### src/rtl/fi_pkg.sv
// Shared types and fault-point decode for the fault-injectable counter bank.
// Pure combinational helpers: no latency, no backpressure.
package fi_pkg;

    typedef enum logic [1:0] {
        FK_NONE   = 2'd0,
        FK_ENABLE = 2'd1,
        FK_DIR    = 2'd2,
        FK_BIT    = 2'd3
    } fault_kind_e;

    typedef struct packed {
        logic [15:0] chan;
        fault_kind_e kind;
        logic [15:0] bit_idx;
    } fp_dec_t;

    function automatic int unsigned fi_stride(input int unsigned width);
        return width + 2;
    endfunction

    function automatic int unsigned fi_num_fp(input int unsigned channels, input int unsigned width);
        return channels * fi_stride(width);
    endfunction

    // Fault points are 1-based; 0 and anything past the last channel decode to FK_NONE.
    function automatic fp_dec_t fi_decode(input int unsigned fp, input int unsigned channels,
                                          input int unsigned width);
        fp_dec_t     d;
        int unsigned idx;
        int unsigned off;
        d.chan    = '0;
        d.kind    = FK_NONE;
        d.bit_idx = '0;
        idx       = 0;
        off       = 0;
        if (fp != 0 && fp <= fi_num_fp(channels, width)) begin
            idx    = fp - 1;
            off    = idx % fi_stride(width);
            d.chan = 16'(idx / fi_stride(width));
            if (off == 0) begin
                d.kind = FK_ENABLE;
            end else if (off == 1) begin
                d.kind = FK_DIR;
            end else begin
                d.kind    = FK_BIT;
                d.bit_idx = 16'(off - 2);
            end
        end
        return d;
    endfunction

endpackage

### src/rtl/fi_counter_channel.sv
// One up/down counter with enable/direction/count-bit fault hooks; wrap or saturate.
// Latency: count and wrap registered, one edge after inputs. Backpressure: none.
module fi_counter_channel
    import fi_pkg::*;
#(
    parameter int WIDTH    = 8,
    parameter int SATURATE = 0
) (
    input  logic             clk,
    input  logic             reset,
    input  logic             enable,
    input  logic             up,
    input  logic             clear,
    input  logic [1:0]       fk_kind,
    input  logic [15:0]      fk_bit,
    output logic [WIDTH-1:0] count,
    output logic             wrap
);

    logic [WIDTH-1:0] count_q, count_d;
    logic             wrap_q, wrap_d;
    logic             eff_en;
    logic             eff_up;
    logic             at_limit;
    logic [WIDTH-1:0] step_val;
    logic [WIDTH-1:0] mask;

    always_comb begin
        eff_en   = enable ^ (fk_kind == FK_ENABLE);
        eff_up   = up ^ (fk_kind == FK_DIR);
        at_limit = 1'b0;
        step_val = count_q;
        if (clear) begin
            step_val = '0;
        end else if (eff_en) begin
            if (eff_up) begin
                at_limit = (count_q == '1);
                step_val = (at_limit && SATURATE != 0) ? count_q : count_q + WIDTH'(1);
            end else begin
                at_limit = (count_q == '0);
                step_val = (at_limit && SATURATE != 0) ? count_q : count_q - WIDTH'(1);
            end
        end
        // The bit flip lands on top of whatever action won, clear included.
        mask    = (fk_kind == FK_BIT) ? (WIDTH'(1) << fk_bit) : '0;
        count_d = step_val ^ mask;
        wrap_d  = at_limit;
    end

    always_ff @(posedge clk or posedge reset) begin
        if (reset) begin
            count_q <= '0;
            wrap_q  <= 1'b0;
        end else begin
            count_q <= count_d;
            wrap_q  <= wrap_d;
        end
    end

    assign count = count_q;
    assign wrap  = wrap_q;

endmodule

### src/rtl/fi_counter_bank.sv
// Bank of fault-injectable counters: decodes fp, gates one-shot faults, counts hits.
// Latency: all outputs registered, one edge. Backpressure: none.
module fi_counter_bank
    import fi_pkg::*;
#(
    parameter int CHANNELS = 4,
    parameter int WIDTH    = 8,
    parameter int FP_WIDTH = 8,
    parameter int SATURATE = 0
) (
    input  logic                      clk,
    input  logic                      reset,
    input  logic [CHANNELS-1:0]       enable,
    input  logic [CHANNELS-1:0]       up,
    input  logic [CHANNELS-1:0]       clear,
    input  logic [FP_WIDTH-1:0]       fp,
    input  logic                      fi_persistent,
    output logic [CHANNELS*WIDTH-1:0] count,
    output logic [CHANNELS-1:0]       wrap,
    output logic                      fi_active,
    output logic [15:0]               fi_hits
);

    localparam int NUM_FP = int'(fi_num_fp(CHANNELS, WIDTH));

    if ((64'd1 << FP_WIDTH) <= 64'(NUM_FP)) begin : g_fp_width_check
        $error("fi_counter_bank: FP_WIDTH too narrow to address every fault point");
    end

    logic [FP_WIDTH-1:0] fp_q, fp_d;
    logic                fi_active_q, fi_active_d;
    logic [15:0]         fi_hits_q, fi_hits_d;
    fp_dec_t             dec;
    logic                fire;
    logic [1:0]          ch_kind [CHANNELS];

    always_comb begin
        dec  = fi_decode(32'(fp), CHANNELS, WIDTH);
        // One-shot faults only fire on the edge where fp takes a new valid value.
        fire = (dec.kind != FK_NONE) && (fi_persistent || (fp != fp_q));
        for (int c = 0; c < CHANNELS; c++) begin
            ch_kind[c] = (fire && dec.chan == 16'(c)) ? dec.kind : FK_NONE;
        end
        fp_d        = fp;
        fi_active_d = fire;
        fi_hits_d   = fi_hits_q;
        if (fire && fi_hits_q != 16'hFFFF) begin
            fi_hits_d = fi_hits_q + 16'd1;
        end
    end

    always_ff @(posedge clk or posedge reset) begin
        if (reset) begin
            fp_q        <= '0;
            fi_active_q <= 1'b0;
            fi_hits_q   <= '0;
        end else begin
            fp_q        <= fp_d;
            fi_active_q <= fi_active_d;
            fi_hits_q   <= fi_hits_d;
        end
    end

    for (genvar c = 0; c < CHANNELS; c++) begin : g_ch
        fi_counter_channel #(
            .WIDTH    (WIDTH),
            .SATURATE (SATURATE)
        ) u_ch (
            .clk     (clk),
            .reset   (reset),
            .enable  (enable[c]),
            .up      (up[c]),
            .clear   (clear[c]),
            .fk_kind (ch_kind[c]),
            .fk_bit  (dec.bit_idx),
            .count   (count[c*WIDTH +: WIDTH]),
            .wrap    (wrap[c])
        );
    end

    assign fi_active = fi_active_q;
    assign fi_hits   = fi_hits_q;

endmodule

### config.mk
export PLATFORM = sky130hd
export DESIGN_NAME = fi_counter_bank
export DESIGN_NICKNAME = d
export VERILOG_FILES = /design/src/rtl/fi_pkg.sv /design/src/rtl/fi_counter_channel.sv /design/src/rtl/fi_counter_bank.sv
export SDC_FILE = /design/constraint.sdc
export NUM_CORES = 1
export LEC_CHECK = 0
export BUFFER_PORTS_ARGS = -buffer_cell sky130_fd_sc_hd__buf_2
export CAP_MARGIN = 0
export CORE_ASPECT_RATIO = 1.2
export CORE_UTILIZATION = 45
export DETAILED_ROUTE_END_ITERATION = 8
export PLACE_DENSITY = 0.75
export SLEW_MARGIN = 20
export SYNTH_ARGS = -nofsm -noshare
export SYNTH_HDL_FRONTEND = slang
export SYNTH_SLANG_ARGS = --single-unit
### constraint.sdc
create_clock -name clk -period 6 [get_ports clk]
set_clock_uncertainty 0.1 [all_clocks]
set_input_delay 0.3 -clock clk [delete_from_list [all_inputs] [get_ports clk]]
set_output_delay 0.3 -clock clk [all_outputs]
set_load 0.05 [all_outputs]
==> results of run 1 <==
==> placed cells by master, fill, tap and decap left out, types with 11 or more instances in the layout <==
master and n:
sky130_fd_sc_hd__nor2_1 46, sky130_fd_sc_hd__buf_4 117, sky130_fd_sc_hd__ha_1 27, sky130_fd_sc_hd__nand3_1 39
sky130_fd_sc_hd__a21o_1 22, sky130_fd_sc_hd__buf_2 73, sky130_fd_sc_hd__xor2_1 30, sky130_fd_sc_hd__or3_1 11
sky130_fd_sc_hd__nand4_1 15, sky130_fd_sc_hd__dfrtp_1 61, sky130_fd_sc_hd__a21oi_1 26, sky130_fd_sc_hd__xnor2_1 66
sky130_fd_sc_hd__nand2_1 56
==> flip-flops by register name, summed over array words and instances (netlist names) <==
signal and cells:
g_ch.u_ch.wrap 4, fi_hits 16, g_ch.u_ch.count 32, fi_active 1
fp_q 8
==> how the worst max path moves through the flow <==
stage          depth (start not counted)                     to   from
6_report                              33  g_ch[1].u_ch.count[7]  fp[0]
2_1_floorplan                         30  g_ch[1].u_ch.count[7]  fp[0]
3_5_place_dp                          33  g_ch[1].u_ch.count[7]  fp[0]
5_1_grt                               33  g_ch[1].u_ch.count[7]  fp[0]
4_1_cts                               32  g_ch[1].u_ch.count[7]  fp[0]
3_3_place_gp                          33  g_ch[1].u_ch.count[7]  fp[0]
==> kinds of logic (layout without fill, tap and decap cells) <==
| group | after synthesis | count (layout) | share of synthesized area [%] |
|---|---|---|---|
| simple gates | 247 | 247 | 23.85 |
| flops | 61 | 61 | 27.58 |
| other cells | 1 | 1 | 0.06776 |
| fa+ha+maj | 36 | 36 | 8.682 |
| mux | 10 | 10 | 1.854 |
| xor+xnor | 105 | 105 | 17.02 |
| buf+inv | 41 | 223 | 3.504 |
| compound gates | 134 | 134 | 17.43 |
==> repair_timing <==
item	CTS	global route
gates resized for setup	13	28
endpoints found under the setup margin	4	12
pin swaps	25	30
hold endpoints to repair	0	0
buffers inserted	15	16
hold buffers	0	0
==> metrics by stage <==
step / util (%) / power, mW
after global routing: 62.65 / 2.088
after floorplan: - / 1.145
after global placement: 57.07 / 1.371
final: 62.65 / 1.984
after detailed placement: 57.07 / 1.401
after CTS: 60.94 / 1.940
==> tightest hold or removal path, cell delays in order <==
cell and delay, ns:
sky130_fd_sc_hd__buf_2 0.10, sky130_fd_sc_hd__inv_2 0.03, sky130_fd_sc_hd__buf_4 0.59
==> per-layer routing <==
| metal | vias to the layer above | GRT usage (%) | share of wire, % |
|---|---|---|---|
| met2 | 172 | 43.63 | 52 |
| met4 | 0 | 11.36 | 3.0 |
| li1 | 2651 | - | - |
| met5 | - | 0 | 0 |
| met3 | 38 | 3.844 | 4.3 |
| met1 | 2707 | 29.13 | 41 |
==> area by class of cell <==
| cell class | count | area share [%] |
|---|---|---|
| clock inverter | 6 | 0.6295 |
| multi-input combinational | 533 | 55.39 |
| sequential | 61 | 20.21 |
| clock buffer | 10 | 3.164 |
| tap | 161 | 2.667 |
| timing repair buffer | 196 | 17.36 |
| inverter | 11 | 0.5798 |
==> power by group through the flow <==
stage	Sequential (mW)	Clock, mW	Combinational, mW
finish	0.533	0.495	0.956
global route	0.541	0.519	1.03
CTS	0.531	0.502	0.907
detailed placement	0.537	0	0.864
global placement	0.533	0	0.838
floorplan	0.682	0	0.463
==> impl_metrics.toml, run 1 <==
[synth]
synthDominantAreaCellType = "sky130_fd_sc_hd__dfrtp_1"
synth_flop_cell = "sky130_fd_sc_hd__dfrtp_1"
postSynthRegisterBits = 61
yosys-top-cells-count = "sky130_fd_sc_hd__xnor2_1, sky130_fd_sc_hd__dfrtp_1, sky130_fd_sc_hd__nand2_1"
yosysTopAreaCellShare_pct = 27.58
synth_cell_type_count = 75
edff_count_synth = 0
synth.avg_cell_area_um2 = 8.715
ys_async_sr_fraction_pct = 100.0
synthesis.nets = 694
yosysWarningCount = 0
syn_area_um2 = 5534
synth_seq_area_share_pct = 27.58
postSynthCellCount = 635
synth.area.top_cells = "sky130_fd_sc_hd__dfrtp_1, sky130_fd_sc_hd__xnor2_1, sky130_fd_sc_hd__ha_1, sky130_fd_sc_hd__xor2_1, sky130_fd_sc_hd__nand2_1"
synth_most_common_cell = "sky130_fd_sc_hd__xnor2_1"

[layout]
antenna_cells_inserted = 0
register_area_um2 = 1526
finish.instance_area_um2 = 7553
numnets_final = 871
multiInputGateArea_um2 = 4184
layout.filler_cells = 973
flow.area_growth_from_synthesis_pct = 36.49
final_layout_size_suffix_gt1_share_pct = 35.62
stdcell_count = 978

[power_and_ir_drop]
power.switching_fraction_pct = 42.14
netSwitchingPower_mw = 0.8363
cellPowerDensity_nw_per_um2 = 262.7
power.sequential.fraction_pct = 26.9
vdd_ir_drop_max_mv = 0.1943
combinationalPowerShare_pct = 48.2
power.leakage_nw = 3.465
power_report.internal_total_mw = 1.148
clockPowerShare_pct = 24.9

[floorplanning]
die_height_um = 123.5
core.rowCount = 44
die_x_um = 103.2
die-area_um2 = 12750
start_util_pct = 45.90
floorplan.core_area_um2 = 12060
design.portCount = 76

[critical_path]
worst-endpoint-arrival_ns = 6.30
timing.rr.end = "g_ch[1].u_ch.count[7]"
critical_setup_path_kind = "input port to flip-flop"
worst_path_max_delay_cell = "sky130_fd_sc_hd__or4_4"
setup.reg_to_reg.worst_slack_ns = 1.23
critPathMaxStageDelay_ns = 0.49
crit_path_end_kind = "flip-flop"
required_ns = 6.16
critPathMaxFanout = 6
path_buf_inv = 3
critical_path.reg2reg.startpoint = "fp_q[5]"
type_of_origin_of_the_critical_path = "input port"
crit_family = "compound AO/OA/AOI/OAI gates"
cells_on_worst_reg2reg_path = 20

[sta]
hold_violations = 0
tns_ns = -0.1504
grt_setup_unrepaired = "true"
setup_violators_final = 2
maxSlewHeadroom_pct = 48.35
max_clock_freq_ghz = 0.1628
post-route-min-period_ns = 6.141
hold_ws_ns = 0.06993
fin_ws_ns = -0.1413
worst_margin_slew_ns = 0.7748
ratio_of_final_minimum_period_to_clock_period_pct = 102.4
final_max_slew_violation_count = 0

[global_route]
grt_start_max_net_pins = 62
antenna_found_initial = 0
grt_remaining_overflow = 0
grt_util_all_layers_pct = 24.70
via_count_of_the_first_global_routing_pass = 5285
grt_first_pass_wirelength_mm = 24.55

[clock_network]
clkSinkCount = 61
clkTransAtPathRegs_ns = 0.06
cts_root_buffer = "sky130_fd_sc_hd__clkbuf_16"
cts-htree-levels = 3
cts_buffer_count = 9
worst_skew_pair.late_latency_ns = 0.34
clock_path_buffers = 2
tritoncts = "yes"

[placed_design]
pre_cts_slack_ns = -0.5173
placed_cells = 938
io_buffers = 75
final_estimated_routing_congestion_in_global_placement = 0.8978
dp_hpwl_mm = 11.38
post_dp_cell_area_um2 = 6880

[route]
routed_wire_length_per_instance_um = 16.17
drt_wl_total_mm = 15.81
drtIter0Drc = 342
dr.pass1.iters = 5
drcViolationCount = 0
drt-vias-per-instance = 5.693
dr_total_vias = 5568
ant_nets = 0

[flow_run]
max-cap-violations = 0

[outcome]
failed_checks = "negative setup slack"
status = "finished, violations left"

[worst_hold_path]
worstHoldPathType = "input port to async pin"
(Power assumes the default switching activity.)
==> inputs of run 2 (changes only) <==
--- a/config.mk
+++ b/config.mk
@@ -7,10 +7,12 @@
 export LEC_CHECK = 0
 export BUFFER_PORTS_ARGS = -buffer_cell sky130_fd_sc_hd__buf_2
 export CAP_MARGIN = 0
+export CELL_PAD_IN_SITES_DETAIL_PLACEMENT = 1
+export CELL_PAD_IN_SITES_GLOBAL_PLACEMENT = 1
 export CORE_ASPECT_RATIO = 1.2
 export CORE_UTILIZATION = 45
 export DETAILED_ROUTE_END_ITERATION = 8
-export PLACE_DENSITY = 0.75
+export PLACE_DENSITY = 0.92
 export SLEW_MARGIN = 20
 export SYNTH_ARGS = -nofsm -noshare
 export SYNTH_HDL_FRONTEND = slang
==> constraint.sdc (replaced) <==
create_clock -name clk -period 6 [get_ports clk]
set_clock_uncertainty 0.1 [all_clocks]
set_input_delay 0.3 -clock clk [delete_from_list [all_inputs] [get_ports clk]]
set_output_delay 0.3 -clock clk [all_outputs]
set_load 0.005 [all_outputs]
==> impl_metrics.toml, run 2 (synthesized netlist as in run 1, its figures left out) <==
[critical_path]
critical_path.most_common_cell = "sky130_fd_sc_hd__buf_6"
critical_setup_path_kind = "input port to flip-flop"
cells_on_worst_reg2reg_path = 20
critical_path.reg2reg.startpoint = "fp_q[4]"
timing.rr.end = "g_ch[1].u_ch.count[7]"
required_ns = 6.18
type_of_origin_of_the_critical_path = "input port"
critPathMaxFanout = 7
cp-endpoint = "g_ch[2].u_ch.count[6]"
worst_path_max_delay_cell = "sky130_fd_sc_hd__o31ai_1"
crit_path_end_kind = "flip-flop"
crit_path_start = "fp[1]"
setup.reg_to_reg.worst_slack_ns = 0.73
critPathMaxStageDelay_ns = 0.64
worst-endpoint-arrival_ns = 7.00

[floorplanning]
start_util_pct = 45.90
floorplan.core_area_um2 = 12060
core.rowCount = 44
die_x_um = 103.2
die-area_um2 = 12750
die_height_um = 123.5
design.portCount = 76

[layout]
final_core_utilization_pct = 68.28
numnets_final = 896
flow.area_growth_from_synthesis_pct = 48.75
flip_flop_count_of_the_largest_register_all_copies_and_words_added = 32
mostFrequentLayoutCells = "sky130_fd_sc_hd__buf_4, sky130_fd_sc_hd__buf_2, sky130_fd_sc_hd__dfrtp_1"
mostFrequentLayoutCell = "sky130_fd_sc_hd__buf_4"
final_layout_size_suffix_gt1_share_pct = 43.11
stdcell_count = 1005

[sta]
maxSlewHeadroom_pct = 39.85
post-route-min-period_ns = 6.814
ratio_of_final_minimum_period_to_clock_period_pct = 113.6
worst_margin_slew_ns = 0.8993
grt_setup_unrepaired = "true"
fin_ws_ns = -0.8138
final_max_slew_violation_count = 0
max_clock_freq_ghz = 0.1468
setup_violators_final = 22
hold_violations = 0

[clock_network]
cts_buffer_count = 9
worst_skew_pair.late_latency_ns = 0.36
clkTransAtPathRegs_ns = 0.07
clock_path_buffers = 2
clkSinkCount = 61
cts-htree-levels = 3
cts_root_buffer = "sky130_fd_sc_hd__clkbuf_16"
tritoncts = "yes"

[global_route]
grt_first_pass_wirelength_mm = 43.00
via_count_of_the_first_global_routing_pass = 7164
grt_remaining_overflow = 0
antenna_found_initial = 3
grt_util_all_layers_pct = 46.83
grt_start_max_net_pins = 62

[power_and_ir_drop]
vdd_ir_drop_max_mv = 0.2281
power.leakage_nw = 3.694
report.power.total_mw = 2.222
cellPowerDensity_nw_per_um2 = 269.9

[outcome]
status = "finished, violations left"
failed_checks = "negative setup slack"

[placed_design]
final_estimated_routing_congestion_in_global_placement = 0.9125
io_buffers = 75
placed_cells = 940
dp_hpwl_mm = 15.50

[route]
drt-vias-per-instance = 7.070
routed_wire_length_per_instance_um = 33.19
ant_nets = 0
drt_wl_total_mm = 33.35
drcViolationCount = 0
drtIter0Drc = 823
dr_total_vias = 7105
dr.pass1.iters = 7

[flow_run]
max-cap-violations = 0

[worst_hold_path]
worstHoldPathType = "input port to async pin"
-- run 2: cell count changes in the layout (fill, tap and decap cells not counted), sizes merged --
cell and change:
clkinvlp +1, inv +2, diode +2, clkinv -4
clkbuf +1, buf +25
-- run 2: worst min path at each step --
stage and end:
2_1_floorplan fp_q[0], 3_3_place_gp fi_hits[11], 3_5_place_dp fi_hits[11], 4_1_cts fp_q[1], 5_1_grt fp_q[1], 6_report g_ch[1].u_ch.count[4]
-- run 2: routing by layer --
| layer | share of wire [%] | global-route usage, % | up-vias |
|---|---|---|---|
| li1 | - | - | 2693 |
| met1 | 33 | 46.90 | 3391 |
| met2 | 46 | 79.50 | 703 |
| met3 | 11 | 14.70 | 314 |
| met4 | 10 | 37.32 | 4 |
| met5 | 0.16 | 0 | - |
-- run 2: per-stage QoR --
step                      cell area [um2]  TNS, ns  hold slack [ns]  worst slack (ns)
after floorplan                      5779        0           0.2314          0.009865
after global placement               6908  -0.6044           0.3722           -0.1947
after detailed placement             6908   -3.768           0.3758           -0.5700
after CTS                            7677  -0.3486           0.1380           -0.1520
after global routing                 8227   -10.43           0.1707           -0.9250
final                                8232   -7.385           0.1193           -0.8138
-- run 2: area by class of cell --
type | instances | area, um2
Inverter | 11 | 48.80
Multi-Input combinational cell | 533 | 4557
Sequential cell | 61 | 1526
Clock buffer | 11 | 252.7
Fill cell | 1326 | 3825
Tap cell | 161 | 201.4
Timing Repair Buffer | 221 | 1599
Antenna cell | 2 | 5.005
Clock inverter | 5 | 41.29
-- run 2: critical path, delay by kind of cell --
| family | cells | cell delay [ns] |
|---|---|---|
| fa+ha+maj | 3 | 0.77 |
| compound gates | 12 | 3.22 |
| simple gates | 7 | 0.85 |
| buf+inv | 10 | 1.37 |
| xor+xnor | 3 | 0.45 |
-- run 2: report_power, final --
part	internal, mW	total [mW]	switching, mW	leakage, nW
combinational	0.484	1.11	0.631	2.75
sequential	0.460	0.559	0.0986	0.801
clock	0.307	0.548	0.241	0.139
-- run 2: timing repair --
action	in CTS	in global routing
setup buffers	29	32
gates resized for setup	47	73
pin swaps	58	90
endpoints found under the setup margin	8	17
hold buffers	0	0
